$ cat src/rtl/serial_adder_fsm_if.sv
// Handshake and operand/result bundle for serial_adder_fsm.
// The sub/ovf signals exist only when SERIAL_ADDER_SUB_EN is defined.
interface serial_adder_fsm_if #(
  parameter int WIDTH = 8
) ();
  logic             start;
  logic [WIDTH-1:0] a;
  logic [WIDTH-1:0] b;
  logic             cin;
  logic             busy;
  logic             done;
  logic [WIDTH-1:0] sum;
  logic             cout;
`ifdef SERIAL_ADDER_SUB_EN
  logic             sub;
  logic             ovf;

  modport master (
    output start, a, b, cin, sub,
    input  busy, done, sum, cout, ovf
  );
  modport slave (
    input  start, a, b, cin, sub,
    output busy, done, sum, cout, ovf
  );
`else
  modport master (
    output start, a, b, cin,
    input  busy, done, sum, cout
  );
  modport slave (
    input  start, a, b, cin,
    output busy, done, sum, cout
  );
`endif
endinterface

$ cat src/rtl/serial_adder_fsm.sv
// Bit-serial adder: one full-adder cell plus a carry flop, WIDTH cycles per sum.
// Define SERIAL_ADDER_SUB_EN to add the subtract mode and overflow flag.
module serial_adder_fsm #(
  parameter int WIDTH = 8
) (
  input logic            clk,
  input logic            rst_n,
  serial_adder_fsm_if.slave bus
);
  localparam int CNTW = $clog2(WIDTH + 1);
  localparam logic [CNTW-1:0] LAST = CNTW'(WIDTH - 1);

  typedef enum logic [1:0] {
    IDLE,
    ADD,
    DONE
  } state_t;

  state_t           state;
  state_t           nxt;
  logic [WIDTH-1:0] a_sr;
  logic [WIDTH-1:0] b_sr;
  logic [WIDTH-1:0] r_sr;
  logic [WIDTH-1:0] r_nx;
  logic [WIDTH-1:0] sum_q;
  logic [CNTW-1:0]  cnt;
  logic             c;
  logic             c_nx;
  logic             s;
  logic             bbit;
  logic             cout_q;
  logic             accept;
  logic             last;

  assign accept = bus.start && (state != ADD);
  assign last   = (state == ADD) && (cnt == LAST);

  always_ff @(posedge clk) begin
    if (!rst_n) state <= IDLE;
    else        state <= nxt;
  end

  always_comb begin
    nxt = state;
    unique case (1'b1)
      (state == IDLE): if (bus.start) nxt = ADD;
      (state == ADD):  if (cnt == LAST) nxt = DONE;
      (state == DONE): nxt = bus.start ? ADD : IDLE;
      default:         nxt = IDLE;
    endcase
  end

  always_comb begin
    bus.busy = (state == ADD);
    bus.done = (state == DONE);
  end

`ifdef SERIAL_ADDER_SUB_EN
  logic sub_q;
  logic ovf_q;
  // subtract is a + ~b + cin, so b is inverted one bit at a time
  assign bbit    = b_sr[0] ^ sub_q;
  assign bus.ovf = ovf_q;
`else
  assign bbit = b_sr[0];
`endif

  assign s    = a_sr[0] ^ bbit ^ c;
  assign c_nx = (a_sr[0] & bbit) | (a_sr[0] & c) | (bbit & c);

  always_comb begin
    r_nx = r_sr >> 1;
    r_nx[WIDTH-1] = s;
  end

  always_ff @(posedge clk) begin
    if (!rst_n) begin
      a_sr   <= '0;
      b_sr   <= '0;
      r_sr   <= '0;
      c      <= 1'b0;
      cnt    <= '0;
      sum_q  <= '0;
      cout_q <= 1'b0;
`ifdef SERIAL_ADDER_SUB_EN
      sub_q  <= 1'b0;
      ovf_q  <= 1'b0;
`endif
    end else if (accept) begin
      a_sr <= bus.a;
      b_sr <= bus.b;
      c    <= bus.cin;
      cnt  <= '0;
      r_sr <= '0;
`ifdef SERIAL_ADDER_SUB_EN
      sub_q <= bus.sub;
`endif
    end else if (state == ADD) begin
      a_sr <= a_sr >> 1;
      b_sr <= b_sr >> 1;
      r_sr <= r_nx;
      c    <= c_nx;
      cnt  <= cnt + CNTW'(1);
      if (last) begin
        sum_q  <= r_nx;
        cout_q <= c_nx;
`ifdef SERIAL_ADDER_SUB_EN
        // c is the carry into the MSB, c_nx the carry out of it
        ovf_q  <= c ^ c_nx;
`endif
      end
    end
  end

  assign bus.sum  = sum_q;
  assign bus.cout = cout_q;
endmodule

$ cat src/flat_wrapper.sv
// flat-port wrapper written by rule: the top's interface ports become plain ports
module serial_adder_fsm_flat 
#(
  parameter int WIDTH = 8
)
  (clk, rst_n, bus_start, bus_a, bus_b, bus_cin, bus_busy, bus_done, bus_sum, bus_cout);
  serial_adder_fsm_if #(.WIDTH(WIDTH)) bus_i ();
  input logic clk;
  input logic rst_n;
  input wire logic [$bits(bus_i.start)-1:0] bus_start;
  input wire logic [$bits(bus_i.a)-1:0] bus_a;
  input wire logic [$bits(bus_i.b)-1:0] bus_b;
  input wire logic [$bits(bus_i.cin)-1:0] bus_cin;
  output wire logic [$bits(bus_i.busy)-1:0] bus_busy;
  output wire logic [$bits(bus_i.done)-1:0] bus_done;
  output wire logic [$bits(bus_i.sum)-1:0] bus_sum;
  output wire logic [$bits(bus_i.cout)-1:0] bus_cout;
  assign bus_i.start = bus_start;
  assign bus_i.a = bus_a;
  assign bus_i.b = bus_b;
  assign bus_i.cin = bus_cin;
  assign bus_busy = bus_i.busy;
  assign bus_done = bus_i.done;
  assign bus_sum = bus_i.sum;
  assign bus_cout = bus_i.cout;
  serial_adder_fsm #(.WIDTH(WIDTH)) u_core (.clk(clk), .rst_n(rst_n), .bus(bus_i));
endmodule
$ cat config.mk
export PLATFORM = sky130hd
export DESIGN_NAME = serial_adder_fsm_flat
export DESIGN_NICKNAME = d
export VERILOG_FILES = /design/src/rtl/serial_adder_fsm_if.sv /design/src/rtl/serial_adder_fsm.sv /design/src/flat_wrapper.sv
export SDC_FILE = /design/constraint.sdc
export NUM_CORES = 1
export LEC_CHECK = 0
export ABC_AREA = 1
export CAP_MARGIN = 20
export CORE_ASPECT_RATIO = 2
export CORE_MARGIN = 2
export CORE_UTILIZATION = 51
export DETAILED_ROUTE_END_ITERATION = 12
export GPL_TIMING_DRIVEN = 0
export HOLD_SLACK_MARGIN = 0.12
export PLACE_DENSITY = 0.78
export SLEW_MARGIN = 20
export SYNTH_ARGS = -nofsm -noshare
export SYNTH_HDL_FRONTEND = slang
export SYNTH_SLANG_ARGS = --single-unit
$ cat constraint.sdc
create_clock -name clk -period 1.7 [get_ports clk]
set_input_delay 0.255 -clock clk [delete_from_list [all_inputs] [get_ports clk]]
set_output_delay 0.255 -clock clk [all_outputs]
set_load 0.02 [all_outputs]
==> results of run 1 <==
==> where the power goes <==
part	leakage, nW	internal (mW)	switching, mW
logic	0.631	0.115	0.134
registers	0.317	0.945	0.0184
clock network	0.0505	0.369	0.315
total	0.999	1.43	0.468
==> metrics by stage <==
stage	instances	setup WS [ps]	util, %	TNS [ps]
5_1_grt	302	13.9	68.2	0
3_3_place_gp	292	-16.3	64.5	-16.3
4_1_cts	300	40.7	67.8	0
2_1_floorplan	231	524	-	0
3_5_place_dp	292	-19.5	64.5	-19.5
6_report	302	95.0	68.2	0
==> routing by layer <==
layer  routed length [µm]  part of all wire, %  track usage, %
met4                   68                  1.8            10.7
met1                 1440                   38            23.2
met5                    0                    0               0
met2                 2080                   55            39.1
met3                  187                  5.0            4.00
==> worst min-delay path: stages (launching register included) <==
cell and delay [ps]:
dfxtp_1 310, nand2_1 60, a21oi_1 50
==> layout by cell type, fill, tap and decap left out, drive strengths merged <==
cell type | netlist | routed
nand2 | 74 | 74
a21oi | 13 | 13
fa | 1 | 1
clkdlybuf4s50 | 0 | 28
ha | 1 | 1
inv | 21 | 21
nor2 | 10 | 10
buf | 9 | 11
nand3 | 58 | 58
clkdlybuf4s15 | 0 | 1
clkbuf | 3 | 10
o21ai | 1 | 1
dlygate4sd2 | 0 | 1
dfxtp | 39 | 39
clkinvlp | 0 | 1
xor2 | 1 | 1
==> area by class of cell <==
type                            count  area (µm²)
Buffer                             12        85.1
Clock buffer                        7        96.3
Clock inverter                      1        7.51
Fill cell                         283        1010
Inverter                           21        78.8
Multi-Input combinational cell    159         774
Sequential cell                    39         782
Tap cell                           31        38.8
Timing Repair Buffer               32         315
==> sequential cells by signal (all words and copies together) (netlist names) <==
| name | count |
|---|---|
| u_core.r_sr | 7 |
| u_core.a_sr | 8 |
| u_core.b_sr | 8 |
| u_core.bus.sum | 8 |
| u_core.bus.cout | 1 |
| u_core.state | 2 |
| u_core.c | 1 |
| u_core.cnt | 4 |
==> kinds of logic after synthesis <==
logic type / after synthesis / share of synthesized area (%)
xor gates and xnor gates: 1 / 0.510
adders and majority gates: 2 / 1.89
and+or+nand+nor: 142 / 36.8
DFF: 39 / 45.4
buffers and inverters: 33 / 9.53
AOI/OAI and AO/OA: 14 / 5.82
==> worst max path at each step <==
stage,startpoint,slack [ps],end,cells after the start
floorplan,u_core.cnt[0],520,u_core.bus.cout,7
global placement,u_core.state[0],-20,bus_busy,5
detailed placement,u_core.state[0],-20,bus_busy,5
CTS,u_core.state[0],40,bus_busy,5
global route,u_core.state[0],10,bus_busy,5
finish,u_core.state[0],90,bus_busy,5
==> what timing repair did <==
item                                    CTS  global route
endpoints found under the setup margin    2             1
resized for setup                         5             0
setup buffers                             0             2
==> flow_summary.toml, run 1 <==
[run]
cap_violations = 0

[critical_path]
rr_startpoint = "u_core.cnt[0]"
cp_slowest_stage_delay_ps = 350
critPathTopFamily = "buffers and inverters"
cp-start-kind = "flip-flop"
reg2reg_depth = 7
worstPathMaxFanout = 10
crit_buf_inv = 4
path_cells = "inv_2 > nor2_4 > buf_6 > buf_8 > clkdlybuf4s15_2"
arrival_ps = 1350
reg2reg_to = "u_core.bus.sum[6]"
r2r_slack_ps = 320
crit_slowest_cell = "dfxtp_2"
crit_type = "flip-flop to primary output"
end_kind = "primary output"
worstPathRequired_ps = 1440

[global_routing]
grt_usage_pct = 21.9
grt.overflow.total = 0
grt_pass1_wl_mm = 6.34
grt_max_degree = 13
antenna_found_initial = 0
grt_pass1_vias = 1491

[min_path]
min_from = "u_core.a_sr[7]"
whs_path_depth = 2
min_to = "u_core.a_sr[7]"
min_path_type = "flip-flop to flip-flop"

[die]
die-area_mm2 = 0.00388
io_pins = 31
die_h_um = 86.1
num_rows = 29
coreArea_mm2 = 0.00319
start_util_pct = 53.8
die_w_um = 45.1

[synthesis]
synthDominantCellAreaShare_pct = 45.4
ys_ff_latch = 39
synth_edf_count = 0
synth_area_leader_cell = "dfxtp_1"
yosys_warnings = 0
synthFlopType = "dfxtp_1"
synth_most_common_cell = "nand2_1"
synth.distinct_cells = 21
syn-num-nets = 253
synthCells = 231
ys_seq_area_share_pct = 45.4
syn_avg_cell_area_um2 = 7.44
synth_common_cells = "nand2_1 (72), nand3_1 (58), dfxtp_1 (39), inv_1 (19)"
netlist_area_mm2 = 0.00172
async_reset_ff_share_pct = 0
synth.area.top_cells = "dfxtp_1 (45%), nand3_1 (17%), nand2_1 (16%)"

[routing]
antenna_left = 0
wl_mm = 3.77
drc = 0
avgRoutedWirePerCell_um = 12.5
drt_iter0_drc = 32
routed-via-count = 1562
drt_pre_antenna_iters = 4
avgViaCountPerCell = 5.17

[placed_design]
place_congestion = 0.811
placed_area_mm2 = 0.00206
port_buffers = 30
hpwl_mm = 2.73

[sta]
period_share_pct = 94.4
setup_viol_count_final = 0
maxSlewViolCount = 0
slew_headroom_pct = 69.0
rsz0062_at_grt = "false"
hold_viol = 0
tightest_slew_ps = 464
whs_ps = 463
timing.fmax_mhz = 623
final.min_clock_period_ps = 1610
fin_skew_ps = 5.05

[cts]
cts_buffers = 5
insertion_delay_ps = 290
cts_sinks = 39
cts_htree_levels = 2
clockRootBuffer = "clkbuf_8"
clk_pin_slew_ps = 80
cts_hold_buffers = 0
tritoncts = "done"
clk_path_buf_depth = 2

[power_and_ir_drop]
leakagePower_nw = 0.999
power_density_mw_per_mm2 = 871
irDropWorstVdd_uv = 870
finalPower_mw = 1.90

[cells_and_area]
area_delta_synth_final_pct = 26.7
diodes = 0
layout-drive-gt1-share_pct = 13.3
design_area_mm2 = 0.00218
fin_nets = 292

[status]
status = "finished clean"
Power figures use the tool's default switching activity.
==> inputs of run 2 (changes only) <==
Settings changed: CORE_UTILIZATION 51 to 35, PLACE_DENSITY 0.78 to unset.
==> run 2 against run 1 <==
  * Final cell count up 7.9%
  * Hold slack worse by 2.7 ps
  * Clock power up 1%
  * Core utilization down 23 points
  * Register-to-register slack worse by 20 ps
  * Critical path type unchanged
  * Largest cell class unchanged
  * First-iteration DRC count down 6.3%
  * Sequential power about the same
  * Highest routed layer unchanged
==> flow_summary.toml, run 2 (synthesis gave the netlist of run 1 again) <==
[cells_and_area]
final_common_cell = "nand2_1"
mostFrequentLayoutCells = "nand2_1 (72), nand3_1 (58), dfxtp_1 (38)"
multi_input_area_um2 = 774
fin_nets = 290
layout-drive-gt1-share_pct = 12.6
n_fill_cell = 494
stdcell_count = 326
area_delta_synth_final_pct = 27.6
diodes = 0
layout.area.seq_um2 = 782
finish.utilization_pct = 45.5

[critical_path]
critical_path.most_common_cell = "buf_8"
critPathTopFamily = "buffers and inverters"
critical_path_depth = 5
crit_type = "flip-flop to primary output"
startpoint = "u_core.state[0]"
reg2reg_depth = 7
worstPathMaxFanout = 10
cp_slowest_stage_delay_ps = 350
arrival_ps = 1290
cp-start-kind = "flip-flop"
worstPathRequired_ps = 1440
crit_slowest_cell = "dfxtp_2"
end_kind = "primary output"
rr_startpoint = "u_core.cnt[0]"
r2r_slack_ps = 300
crit_buf_inv = 4
reg2reg_to = "u_core.bus.sum[1]"
endpoint = "bus_busy"
path_cells = "inv_2 > nor2_4 > buf_8 > buf_8 > buf_2"

[routing]
routed-via-count = 1564
drt_iter0_drc = 30
drc = 0
drt_pre_antenna_iters = 4
wl_mm = 4.03
avgViaCountPerCell = 4.80
antenna_left = 0
avgRoutedWirePerCell_um = 12.3

[power_and_ir_drop]
irDropWorstVdd_uv = 632
power_density_mw_per_mm2 = 868
leakagePower_nw = 0.990
finalPower_mw = 1.90

[die]
coreArea_mm2 = 0.00482
die_h_um = 103
die-area_mm2 = 0.00552
io_pins = 31
start_util_pct = 35.7
num_rows = 36
die_w_um = 53.6

[cts]
cts_htree_levels = 2
clk_pin_slew_ps = 70
clockRootBuffer = "clkbuf_8"
cts_buffers = 5
cts_hold_buffers = 0
cts_sinks = 39
insertion_delay_ps = 290
tritoncts = "done"
clk_path_buf_depth = 2

[sta]
fin_skew_ps = 2.40
fin_ws_ps = 154
setup_viol_count_final = 0
period_share_pct = 91.0
rsz0062_at_grt = "false"
maxSlewViolCount = 0
hold_viol = 0
timing.fmax_mhz = 647
slew_headroom_pct = 66.5
tightest_slew_ps = 503
final.min_clock_period_ps = 1550
whs_ps = 460

[status]
status = "finished clean"

[placed_design]
port_buffers = 30
place_congestion = 0.705
hpwl_mm = 2.89
place_ws_ps = -32.2
dp_cells = 318

[global_routing]
grt_max_degree = 13
grt.overflow.total = 0
grt_pass1_vias = 1496
grt_usage_pct = 16.3
grt_pass1_wl_mm = 6.72
antenna_found_initial = 0

[min_path]
min_path_type = "flip-flop to flip-flop"

[run]
cap_violations = 0
run 2: changes by cell type in the layout (fill, tap and decap cells not counted):
cell,previous run,this run
buf_4,7,5
buf_6,1,0
buf_8,1,2
clkdlybuf4s15_2,1,0
buf_2,2,3
run 2: worst min-delay path by stage:
stage                                   end      startpoint  depth (start not counted)  slack, ps
after global routing         u_core.r_sr[1]  u_core.r_sr[1]                          2        490
after floorplan           u_core.bus.sum[7]           rst_n                          2        400
after global placement       u_core.b_sr[7]  u_core.b_sr[7]                          2        450
after detailed placement     u_core.b_sr[7]  u_core.b_sr[7]                          2        450
final                        u_core.b_sr[7]  u_core.b_sr[7]                          2        460
after CTS                    u_core.b_sr[7]  u_core.b_sr[7]                          2        460
run 2: layout make-up:
| class | count | area share [%] |
|---|---|---|
| Clock buffer | 7 | 4.39 |
| Tap cell | 57 | 3.25 |
| Timing Repair Buffer | 30 | 13.4 |
| Multi-Input combinational cell | 159 | 35.3 |
| Buffer | 12 | 4.05 |
| Inverter | 21 | 3.59 |
| Clock inverter | 1 | 0.342 |
| Sequential cell | 39 | 35.7 |
run 2: routing by layer:
metal | part of all wire [%] | GRT usage, % | vias up
met5 | 0 | 0 | -
met4 | 1.3 | 5.33 | 0
met3 | 3.8 | 2.90 | 5
met2 | 53 | 29.9 | 27
met1 | 42 | 18.2 | 722
li1 | - | - | 810
run 2: repair_timing:
item                                    CTS  global route
gates resized for setup                   5             2
setup buffers                             0             0
endpoints found under the setup margin    2             1
endpoints found under the hold margin     0             0
run 2: report_power, final:
part | switching, mW | total [mW] | internal (mW)
clock | 0.323 | 0.692 | 0.369
sequential | 0.0189 | 0.963 | 0.944
combinational | 0.137 | 0.248 | 0.111
run 2: per-stage QoR:
| stage | TNS (ps) | area (µm²) |
|---|---|---|
| after global routing | 0 | 2190 |
| after floorplan | 0 | 1720 |
| after detailed placement | -32.2 | 2090 |
| after global placement | -29.0 | 2090 |
| after CTS | 0 | 2200 |
| final | 0 | 2190 |
run 2: tightest hold or removal path, stage by stage (launching register included):
cell	delay [ps]
dfxtp_1	310
nand2_1	60
a21oi_1	50
==> inputs of run 3 (changes only) <==
Settings changed: SKIP_LAST_GASP set to 1.
==> results of run 3 <==
Same layout as run 2: the final DEF is identical, and so are final timing and power.
Main changes from that run: number of gates resized after CTS 5 -> 4
